==> src/rtl/apb_completer_regfile.sv <==
// apb_completer_regfile: APB completer with a small 32-bit register file.
//   Registers 0..NUM_REGS-2 are read/write. Register NUM_REGS-1 is a read-only
//   ID register that returns ID_VALUE. WAIT_CYCLES extra wait states (0..15)
//   are inserted before PREADY. PSLVERR flags the following accesses:
//   misaligned, out of range, or a write to the ID register.
//   Optional macro APB_PSTRB_EN adds the pstrb_i byte-strobe port.
// Ports:
//   pclk, preset_n      clock and async active-low reset
//   psel_i, penable_i   APB handshake inputs
//   pwrite_i            1 = write, 0 = read
//   paddr_i             byte address
//   pwdata_i            write data
//   pstrb_i             byte strobes (APB_PSTRB_EN only)
//   prdata_o            read data, valid while pready_o=1
//   pready_o            transfer complete, high for the single ACCESS cycle
//   pslverr_o           error response, valid while pready_o=1
//   xfer_cnt_o          completed-transfer count, wraps
module apb_completer_regfile #(
  parameter int unsigned NUM_REGS    = 4,
  parameter int unsigned ADDR_W      = 8,
  parameter int unsigned WAIT_CYCLES = 0,
  parameter logic [31:0] ID_VALUE    = 32'hA5B0_0016
) (
  input  logic              pclk,
  input  logic              preset_n,
  input  logic              psel_i,
  input  logic              penable_i,
  input  logic              pwrite_i,
  input  logic [ADDR_W-1:0] paddr_i,
  input  logic [31:0]       pwdata_i,
`ifdef APB_PSTRB_EN
  input  logic [3:0]        pstrb_i,
`endif
  output logic [31:0]       prdata_o,
  output logic              pready_o,
  output logic              pslverr_o,
  output logic [15:0]       xfer_cnt_o
);

  localparam int unsigned IDX_W  = ADDR_W - 2;
  localparam int unsigned RSEL_W = $clog2(NUM_REGS);
  localparam logic [IDX_W-1:0] ID_IDX  = IDX_W'(NUM_REGS - 1);
  localparam logic [IDX_W-1:0] NUM_IDX = IDX_W'(NUM_REGS);

  typedef enum logic [1:0] {
    S_IDLE,
    S_SETUP,
    S_WAIT,
    S_ACCESS
  } state_t;

  state_t state_q, state_d;
  logic [3:0]        cnt_q, cnt_d;
  logic [ADDR_W-1:0] addr_q;
  logic              wr_q;
  logic [31:0]       wdata_q;
  logic [31:0]       regs [NUM_REGS-1];
  logic [15:0]       xfer_cnt_q;
  logic [31:0]       prdata_q;
  logic              pready_q;
  logic              pslverr_q;

  logic [IDX_W-1:0]  idx;
  logic [RSEL_W-1:0] rsel;
  logic              err;
  logic [31:0]       rd_val;
  logic [31:0]       wmask;
  logic              setup_hit;

`ifdef APB_PSTRB_EN
  logic [3:0] strb_q;
  assign wmask = {{8{strb_q[3]}}, {8{strb_q[2]}}, {8{strb_q[1]}}, {8{strb_q[0]}}};
`else
  assign wmask = '1;
`endif

  // Decode runs on the latched request, which is stable from SETUP onward.
  assign idx       = addr_q[ADDR_W-1:2];
  assign rsel      = idx[RSEL_W-1:0];
  assign err       = (addr_q[1:0] != 2'b00) || (idx >= NUM_IDX) || (wr_q && (idx == ID_IDX));
  assign rd_val    = (idx == ID_IDX) ? ID_VALUE : regs[rsel];
  assign setup_hit = (state_q == S_IDLE) && psel_i && !penable_i;

  always_comb begin
    state_d = state_q;
    cnt_d   = cnt_q;
    case (state_q)
      S_IDLE: begin
        if (psel_i && !penable_i) state_d = S_SETUP;
      end
      S_SETUP: begin
        if (!psel_i) begin
          state_d = S_IDLE;
        end else if (penable_i) begin
          if (WAIT_CYCLES == 0) begin
            state_d = S_ACCESS;
          end else begin
            state_d = S_WAIT;
            cnt_d   = 4'(WAIT_CYCLES - 1);
          end
        end
      end
      S_WAIT: begin
        if (!psel_i) begin
          state_d = S_IDLE;
        end else if (cnt_q == 4'd0) begin
          state_d = S_ACCESS;
        end else begin
          cnt_d = cnt_q - 4'd1;
        end
      end
      S_ACCESS: state_d = S_IDLE;
      default:  state_d = S_IDLE;
    endcase
  end

  always_ff @(posedge pclk or negedge preset_n) begin
    if (!preset_n) begin
      state_q    <= S_IDLE;
      cnt_q      <= '0;
      addr_q     <= '0;
      wr_q       <= 1'b0;
      wdata_q    <= '0;
`ifdef APB_PSTRB_EN
      strb_q     <= '0;
`endif
      regs       <= '{default: '0};
      xfer_cnt_q <= '0;
      prdata_q   <= '0;
      pready_q   <= 1'b0;
      pslverr_q  <= 1'b0;
    end else begin
      state_q <= state_d;
      cnt_q   <= cnt_d;
      if (setup_hit) begin
        addr_q  <= paddr_i;
        wr_q    <= pwrite_i;
        wdata_q <= pwdata_i;
`ifdef APB_PSTRB_EN
        strb_q  <= pstrb_i;
`endif
      end
      // Response registers are loaded on the edge entering ACCESS so they
      // are valid for exactly that cycle and cleared on the way out.
      pready_q  <= (state_d == S_ACCESS);
      pslverr_q <= (state_d == S_ACCESS) && err;
      prdata_q  <= ((state_d == S_ACCESS) && !wr_q && !err) ? rd_val : '0;
      if (state_q == S_ACCESS) begin
        xfer_cnt_q <= xfer_cnt_q + 16'd1;
        if (wr_q && !err) begin
          regs[rsel] <= (regs[rsel] & ~wmask) | (wdata_q & wmask);
        end
      end
    end
  end

  assign prdata_o   = prdata_q;
  assign pready_o   = pready_q;
  assign pslverr_o  = pslverr_q;
  assign xfer_cnt_o = xfer_cnt_q;

endmodule

==> config.mk <==
export PLATFORM = sky130hd
export DESIGN_NAME = apb_completer_regfile
export DESIGN_NICKNAME = d
export VERILOG_FILES = /design/src/rtl/apb_completer_regfile.sv
export SDC_FILE = /design/constraint.sdc
export NUM_CORES = 1
export LEC_CHECK = 0
export BUFFER_PORTS_ARGS = -buffer_cell sky130_fd_sc_hd__buf_2
export CAP_MARGIN = 20
export CORE_ASPECT_RATIO = 0.75
export CORE_MARGIN = 8
export CORE_UTILIZATION = 30
export CTS_CLUSTER_DIAMETER = 40
export DETAILED_ROUTE_END_ITERATION = 7
export MAX_ROUTING_LAYER = met4
export REMOVE_ABC_BUFFERS = 1
export SYNTH_ARGS = -nofsm -noshare
export SYNTH_HDL_FRONTEND = slang
export SYNTH_SLANG_ARGS = --single-unit
export TNS_END_PERCENT = 5
==> constraint.sdc <==
create_clock -name pclk -period 5.7 [get_ports pclk]
set_input_delay 0.855 -clock pclk [delete_from_list [all_inputs] [get_ports pclk]]
set_output_delay 0.855 -clock pclk [all_outputs]
set_load 0.1 [all_outputs]
==> results of run 1 <==
-- layout make-up --
class | count | area share (%)
antenna | 6 | 0.163
sequential | 193 | 52.3
clock buffer | 21 | 5.10
clock inverter | 10 | 1.11
inverter | 4 | 0.163
tap | 344 | 4.66
multi-input combinational | 340 | 30.5
timing repair buffer | 101 | 5.98
-- through the flow --
step,hold slack (ns),cells
6_report,0.359,1019
5_1_grt,0.373,1018
4_1_cts,0.470,1012
3_5_place_dp,0.457,981
3_3_place_gp,0.458,981
2_1_floorplan,0.438,537
-- registers in the layout (all words and copies together), names as in the netlist --
register and flops:
cnt_q 4, prdata_o 32, wr_q 1, pslverr_o 1, xfer_cnt_o 16, wdata_q 32
state_q 2, regs 96, pready_o 1, addr_q 8
-- power by group through the flow --
stage | Sequential [W] | Clock (W) | Combinational, W
CTS | 0.00159 | 0.00119 | 0.000360
global placement | 0.00162 | 0 | 0.000354
global route | 0.00161 | 0.00125 | 0.000385
finish | 0.00159 | 0.00116 | 0.000353
detailed placement | 0.00161 | 0 | 0.000360
floorplan | 0.00166 | 0 | 0.000162
-- per-layer routing --
layer / vias to the layer above / routed length (um)
met2: 54 / 8060
li1: 2165 / -
met3: 7 / 627
met4: 0 / 142
met5: - / 0
met1: 2342 / 7850
-- kinds of logic after synthesis --
group,count (synthesis),share of synthesized area [%]
compound gates,44,2.85
xor+xnor,18,2.03
fa+ha+maj,2,0.322
buf+inv,34,2.06
flops,193,62.1
mux,171,24.2
simple gates,105,6.46
-- worst paths after layout --
| kind | cells after the start | slack (ns) | end |
|---|---|---|---|
| min in group pclk | 1 | 0.47 | cnt_q[3] |
| setup / recovery | 5 | 3.00 | regs[77] |
| max in group asynchronous | 3 | 4.14 | wdata_q[20] |
| hold reg to reg | 1 | 0.47 | cnt_q[3] |
| hold / removal | 1 | 0.36 | xfer_cnt_o[12] |
| setup reg to reg | 5 | 3.00 | regs[77] |
-- placed cells by master, fill, tap and decap left out, types with 3 or more instances in the layout --
| cell type | synthesis | layout |
|---|---|---|
| clkbuf_16 | 0 | 17 |
| mux2_2 | 134 | 134 |
| nor2_1 | 59 | 59 |
| nand2_1 | 10 | 10 |
| or3b_2 | 1 | 3 |
| inv_1 | 4 | 4 |
| xor2_1 | 6 | 6 |
| mux2_1 | 4 | 4 |
| a21oi_1 | 42 | 42 |
| nor3_1 | 5 | 3 |
| buf_4 | 0 | 6 |
| dfrtp_1 | 193 | 191 |
| and2_1 | 3 | 3 |
| clkinvlp_4 | 0 | 4 |
| nand3_1 | 6 | 5 |
| mux2i_1 | 33 | 33 |
| nand4_1 | 5 | 5 |
| xnor2_1 | 12 | 12 |
| buf_2 | 7 | 93 |
| clkbuf_8 | 0 | 4 |
| diode_2 | 0 | 6 |
-- worst register-to-register path: stages, from the launching register on --
cell and delay [ns]:
dfrtp_1 0.41, nor4_4 0.35, nand4_1 0.22, nor3_2 0.74, buf_4 0.47, mux2_2 0.39
==> out/metrics.cfg, run 1 <==
[outcome]
status=finished, final reports clean

[worst_setup_path]
crit_start=addr_q[7]
required_ns=6.01
crit_arrival_ns=3.01
setup.worst_path.end_class=flip-flop
cp_slowest_stage_delay_ns=0.74
path_buf_inv=1
critPathSlowestCell=nor3_2
path_class=reg2reg
crit_path_start_kind=flip-flop
critical_path.max_fanout=22
regToRegStartpoint=addr_q[7]
critical-path-top-delay-family=simple AND/OR/NAND/NOR gates
path_cells=nor4_4 > nand4_1 > nor3_2 > buf_4 > mux2_2

[finish]
seqCellArea_sq_um=4830
multiInputGateArea_sq_um=2810
utilization_pct=35.9
n_fill_cell=2521
synthToLayoutAreaGrowth_pct=18.6
drive_above_1_share_pct=41.3
nets=704
design_area_sq_um=9230

[floorplanning]
ios=95
initial_utilization_pct=30.3
core_area_sq_um=25700
die_area_sq_um=31400
die_x_um=202
fp.dieH_um=155
num_rows=51

[grt]
met3_usage_pct=3.24
grt-busiest-layer=met2
grt_pass1_vias=4886
grt_overflow=0
grt_pass1_wl_um=27700
antenna_found_initial=5
grt_max_degree=126
use_met2_pct=17.8
use_met1_pct=14.4
grt_use_total_pct=11.4

[synthesis]
synth_top_area_share_pct=62.1
synth_enable_flop_cells=0
synthArstFlopShare_pct=100
synth-main-ff-cell=dfrtp_1
ys_top_cells_by_count=dfrtp_1 (193), mux2_2 (134), nor2_1 (59)
synth_top_area_cell=dfrtp_1
yosysMostFrequentCell=dfrtp_1
synth.area.top_cells=dfrtp_1 (62%), mux2_2 (19%), mux2i_1 (4.2%), nor2_1 (2.8%), a21oi_1 (2.7%)
synth_seq_cells=193
seq_area_frac_synth_pct=62.1
synthesis.area_sq_um=7780
synth_cell_types=34
synth_cells=567
syn_area_per_cell_sq_um=13.7
ys_warn_count=0

[clock_network]
cts_hold_buf=0
clockBufferDepth=2
cts_tree=yes
cts_root_buf=clkbuf_16
clk_latency_ns=0.42
post-cts-setup-buffers=0
clk_pin_slew_ns=0.07
htreeDepth=4
cts_buffers=17
post_cts_resized=0
clock_sinks=193

[power_and_ir_drop]
p_sw_share_pct=27.4
comb_power_share_pct=11.4
vdd.ir_drop.worst_mv=0.157
pwr-share-clk_pct=37.3
cellLeakagePower_nw=4.53
fin_total_pwr_w=0.00310
seqPwrFrac_pct=51.3
p_int_w=0.00225
switching_power_w=0.000849
powerDensity_nw_per_um2=335

[timing]
clock_skew_ns=0.00675
fin_ws_ns=3.00
slew_headroom_pct=30.4
hold_violations=0
setup_viol=0
period_share_pct=47.4
slew_viol_final=0
fin_crit_ns=2.70
fmax_mhz=370
rsz0062_at_grt=no
worstMarginPinSlew_ns=1.04
fin_setup_tns_ns=0

[placement]
placed_area_sq_um=8620
hpwlAfterDp_um=10500
place_congestion=0.717
pre_cts_ws_ns=2.98
io_buffer_count=94

[route]
drcViolationCount=0
dr.pass1.iters=4
ant_nets=0
drt_iter0_drc=186
wl_um=16700
wl_per_cell_um=16.4
num_vias=4568
vias_per_cell=4.48

[flow_run]
cap_viol_max_count=0

[worst_hold_path]
hold_path_class=in2async

(Power assumes the default switching activity.)
==> run 2: changes to the inputs <==
Clock period 5.7 ns to 2.3 ns, I/O delays scaled along.
==> out/metrics.cfg, run 2 (synthesis gave the netlist of run 1 again) <==
[worst_setup_path]
regToRegStartpoint=addr_q[6]
crit_start=addr_q[6]
path_class=reg2reg
cp_slowest_stage_delay_ns=0.56  ; -0.18 ns
crit_arrival_ns=2.39  ; -0.62 ns
crit_path_start_kind=flip-flop
critical-path-top-delay-family=simple AND/OR/NAND/NOR gates
path_cells=nor4_4 > nand4_1 > or3b_2 > buf_12 > mux2_1
path_buf_inv=1  ; unchanged
setup.worst_path.end_class=flip-flop
critical_path.max_fanout=20  ; -9.1%
required_ns=2.61  ; -3.40 ns
critPathSlowestCell=or3b_2

[placement]
hpwlAfterDp_um=10900  ; +3.4%
placed_area_sq_um=8800  ; +2.1%
place_congestion=0.695  ; -3.0%
io_buffer_count=94  ; unchanged
placed_cells=995  ; +1.4%

[timing]
slew_headroom_pct=62.3  ; +32 points
worstMarginPinSlew_ns=0.564  ; -0.480 ns
fmax_mhz=481  ; +30%
whs_ns=0.140  ; -0.220 ns
rsz0062_at_grt=no
fin_crit_ns=2.08  ; -0.626 ns
setup_viol=0  ; unchanged
slew_viol_final=0  ; unchanged
clock_skew_ns=0.00918  ; +0.00242 ns
hold_violations=0  ; unchanged
period_share_pct=90.4  ; +43 points

[route]
drcViolationCount=0  ; unchanged
ant_nets=0  ; unchanged
vias_per_cell=4.45  ; -0.64%
drt_iter0_drc=243  ; +31%
wl_um=16500  ; -1.2%
num_vias=4579  ; +0.24%
dr.pass1.iters=4  ; unchanged
wl_per_cell_um=16.0  ; -2.0%

[finish]
design_area_sq_um=9400  ; +1.9%
seqCellArea_sq_um=4830  ; unchanged
largest_reg_flops=96  ; unchanged
final_cells=1028  ; +0.88%
final_common_cell=dfrtp_1
utilization_pct=36.6  ; +0.67 points
layout_common_cells=dfrtp_1 (191), mux2_2 (134), buf_2 (93), nor2_1 (59), a21oi_1 (42)
n_fill_cell=2503  ; -0.71%
top_register=regs
synthToLayoutAreaGrowth_pct=20.9
multiInputGateArea_sq_um=2810  ; unchanged
drive_above_1_share_pct=42.3  ; +1.0 points
antenna_cells=0  ; -6
nets=718  ; +2.0%

[floorplanning]
num_rows=51  ; unchanged
ios=95  ; unchanged
fp.dieH_um=155  ; unchanged
die_area_sq_um=31400  ; unchanged
die_x_um=202  ; unchanged
initial_utilization_pct=30.3  ; unchanged
core_area_sq_um=25700  ; unchanged

[worst_hold_path]
holdCritStartpoint=pwdata_i[7]
hold_path_class=in2reg

[grt]
grt_pass1_wl_um=27500  ; -1.0%
antenna_found_initial=0  ; -5
grt_overflow=0  ; unchanged
grt_use_total_pct=11.3  ; -0.089 points
grt_pass1_vias=4880  ; -0.12%
grt_max_degree=61  ; -52%

[power_and_ir_drop]
fin_total_pwr_w=0.00785  ; +150%
cellLeakagePower_nw=4.64  ; +2.5%
vdd.ir_drop.worst_mv=0.488  ; +210%
powerDensity_nw_per_um2=835  ; +150%

[clock_network]
cts_root_buf=clkbuf_16
clk_pin_slew_ns=0.07  ; about the same
clock_sinks=193  ; unchanged
clockBufferDepth=2  ; unchanged
clk_latency_ns=0.43  ; about the same
cts_buffers=17  ; unchanged
cts_tree=yes
htreeDepth=4  ; unchanged

[flow_run]
cap_viol_max_count=0  ; unchanged

[outcome]
status=finished, final reports clean

run 2: layer usage:
| layer | share of wire, % | track usage (%) | wire [um] | vias up |
|---|---|---|---|---|
| met5 | 0 | - | 0 | - |
| met4 | 1.1 | 3.61 | 185 | 0 |
| met3 | 2.8 | 2.51 | 466 | 13 |
| met2 | 48 | 17.5 | 7880 | 56 |
| met1 | 48 | 14.6 | 7950 | 2328 |
| li1 | - | - | - | 2182 |
run 2: worst paths after layout:
kind | cells after the start | slack, ns | end
max | 5 | 0.22 | regs[13]
max reg2reg | 5 | 0.22 | regs[13]
min reg2reg | 1 | 0.47 | xfer_cnt_o[15]
max in group asynchronous | 3 | 1.15 | regs[34]
min in group asynchronous | 2 | 0.47 | xfer_cnt_o[11]
min | 2 | 0.14 | wdata_q[7]
run 2: cell type report:
type                            instances  area share (%)
Timing Repair Buffer                  115            7.60
Inverter                                4           0.160
Sequential cell                       193            51.4
Clock inverter                         10            1.32
Multi-Input combinational cell        340            29.9
Tap cell                              344            4.58
Clock buffer                           22            5.04
run 2: power breakdown:
part	total (W)	switching, W	internal, W
Combinational	0.000928	0.000555	0.000373
Clock	0.00301	0.00131	0.00171
Sequential	0.00391	0.000273	0.00364
run 2: worst register-to-register path: cells and delay by family, from the launching register on:
kind          cells  cell delay (ns)
buf+inv           1             0.19
mux               1             0.33
flops             1             0.40
simple gates      3             1.04
run 2: what timing repair did:
| action | in CTS | in global routing |
|---|---|---|
| gates resized for setup | 0 | 0 |
| hold buffers | 1 | 0 |
| endpoints found under the hold margin | 55 | 0 |
| buffers inserted | 0 | 0 |
run 2: through the flow:
stage                     setup WS (ns)  TNS (ns)
after global routing             0.0868         0
after detailed placement          0.208         0
after CTS                         0.189         0
final                             0.222         0
after floorplan                   -1.67   -156.34
after global placement            0.231         0
==> run 3: changes to the inputs <==
==> constraint.sdc (replaced) <==
create_clock -name pclk -period 2.3 [get_ports pclk]
set_input_delay 0.115 -clock pclk [delete_from_list [all_inputs] [get_ports pclk]]
set_output_delay 0.115 -clock pclk [all_outputs]
set_load 0.1 [all_outputs]
==> out/metrics.cfg, run 3 (synthesis gave the netlist of run 1 again) <==
[grt]
use_met2_pct=17.4  ; -0.14 points
grt_use_total_pct=11.3  ; about the same
grt_overflow=0  ; unchanged
met3_usage_pct=2.49  ; -0.021 points
grt_pass1_wl_um=27600  ; +0.32%
grt_pass1_vias=4971  ; +1.9%
grt_max_degree=78  ; +28%
grt-busiest-layer=met2
antenna_found_initial=0  ; unchanged
use_met1_pct=14.7  ; +0.14 points

[finish]
antenna_cells=0  ; unchanged
multiInputGateArea_sq_um=2810  ; unchanged
final_common_cell=dfrtp_1
top_register=regs
layout_common_cells=dfrtp_1 (191), mux2_2 (134), buf_2 (93), nor2_1 (59), dlygate4sd3_1 (43)
synthToLayoutAreaGrowth_pct=26.1
nets=759  ; +5.7%
seqCellArea_sq_um=4830  ; unchanged
n_fill_cell=2488  ; -0.60%
final_cells=1069  ; +4.0%
drive_above_1_share_pct=40.0  ; -2.3 points
largest_reg_flops=96  ; unchanged

[route]
drt_iter0_drc=248  ; +2.1%
ant_nets=0  ; unchanged
vias_per_cell=4.42  ; -0.66%
drcViolationCount=0  ; unchanged
wl_um=16900  ; +2.4%
wl_per_cell_um=15.8  ; -1.5%
dr.pass1.iters=4  ; unchanged
num_vias=4730  ; +3.3%

[worst_setup_path]
critical_path.max_fanout=20  ; unchanged
setup.worst_path.end_class=flip-flop
path_class=reg2reg
crit_path_start_kind=flip-flop
crit_arrival_ns=2.44  ; +0.05 ns
required_ns=2.61  ; about the same

[timing]
slew_headroom_pct=57.0  ; -5.3 points
setup_viol=0  ; unchanged
worstMarginPinSlew_ns=0.645  ; +0.0810 ns
fmax_mhz=470  ; -2.3%
fin_crit_ns=2.13  ; +0.0490 ns
period_share_pct=92.5  ; +2.1 points
clock_skew_ns=0.0132  ; +0.00402 ns
slew_viol_final=0  ; unchanged
rsz0062_at_grt=no
hold_violations=0  ; unchanged
fin_setup_tns_ns=0  ; unchanged

[placement]
place_congestion=0.720  ; +3.6%
io_buffer_count=94  ; unchanged
placed_cells=994  ; -0.10%
hpwlAfterDp_um=11000  ; +0.63%

[clock_network]
post_cts_resized=0  ; unchanged
clock_sinks=193  ; unchanged
clk_pin_slew_ns=0.08  ; about the same
cts_buffers=17  ; unchanged
cts_root_buf=clkbuf_16
cts_tree=yes
htreeDepth=4  ; unchanged
clockBufferDepth=2  ; unchanged
clk_latency_ns=0.43  ; about the same

[floorplanning]
initial_utilization_pct=30.3  ; unchanged
ios=95  ; unchanged
fp.dieH_um=155  ; unchanged
die_area_sq_um=31400  ; unchanged
core_area_sq_um=25700  ; unchanged
die_x_um=202  ; unchanged
num_rows=51  ; unchanged

[worst_hold_path]
hold_path_class=in2reg

[power_and_ir_drop]
cellLeakagePower_nw=4.81  ; +3.6%
vdd.ir_drop.worst_mv=0.420  ; -14%
fin_total_pwr_w=0.00787  ; +0.33%
powerDensity_nw_per_um2=802  ; -3.9%

[outcome]
status=finished, final reports clean

[flow_run]
cap_viol_max_count=0  ; unchanged

==> run 3: final timing paths <==
check	from	to	slack, ns	cells past startpoint
max in group asynchronous	preset_n	addr_q[3]	1.32	3
hold reg to reg	cnt_q[3]	cnt_q[3]	0.46	1
setup reg to reg	addr_q[6]	regs[33]	0.17	5
hold / removal	penable_i	state_q[0]	0.14	3
min in group asynchronous	preset_n	xfer_cnt_o[11]	0.29	2
setup / recovery	addr_q[6]	regs[33]	0.17	5
==> run 3: what timing repair did <==
| item | in CTS | in global routing |
|---|---|---|
| endpoints found under the hold margin | 117 | 0 |
| buffers inserted | 0 | 0 |
| setup endpoints to repair | 0 | 0 |
| hold buffers | 43 | 0 |
==> run 3: layout make-up <==
cell class | count | area share, %
Multi-Input combinational cell | 340 | 28.7
Clock buffer | 19 | 4.62
Tap cell | 344 | 4.39
Sequential cell | 193 | 49.2
Inverter | 4 | 0.153
Clock inverter | 13 | 1.44
Timing Repair Buffer | 156 | 11.5
==> run 3: where the power goes <==
part / internal [W] / switching [W]
clock: 0.00160 / 0.00138
sequential: 0.00364 / 0.000277
combinational: 0.000416 / 0.000571
total: 0.00565 / 0.00223
==> run 3: routing by layer <==
layer | up-vias | part of all wire (%)
met5 | - | 0
met4 | 0 | 1.3
met3 | 12 | 3.5
met2 | 64 | 48
met1 | 2398 | 48
li1 | 2256 | -
==> run 3: worst max-delay path: stages (launching register included) <==
cell and delay (ns):
dfrtp_1 0.41, nor4_4 0.28, nand4_1 0.23, or3b_2 0.51, buf_4 0.25, mux2_1 0.33
==> run 3: stage by stage <==
stage / hold slack (ns) / instance area [sq um] / utilization, % / worst slack, ns
2_1_floorplan: -0.181 / 7640 / - / -1.67
3_3_place_gp: 0.207 / 8790 / 34.2 / 0.178
3_5_place_dp: 0.205 / 8790 / 34.2 / 0.181
4_1_cts: 0.105 / 9810 / 38.2 / 0.153
5_1_grt: 0.115 / 9810 / 38.2 / 0.110
6_report: 0.141 / 9810 / 38.2 / 0.173
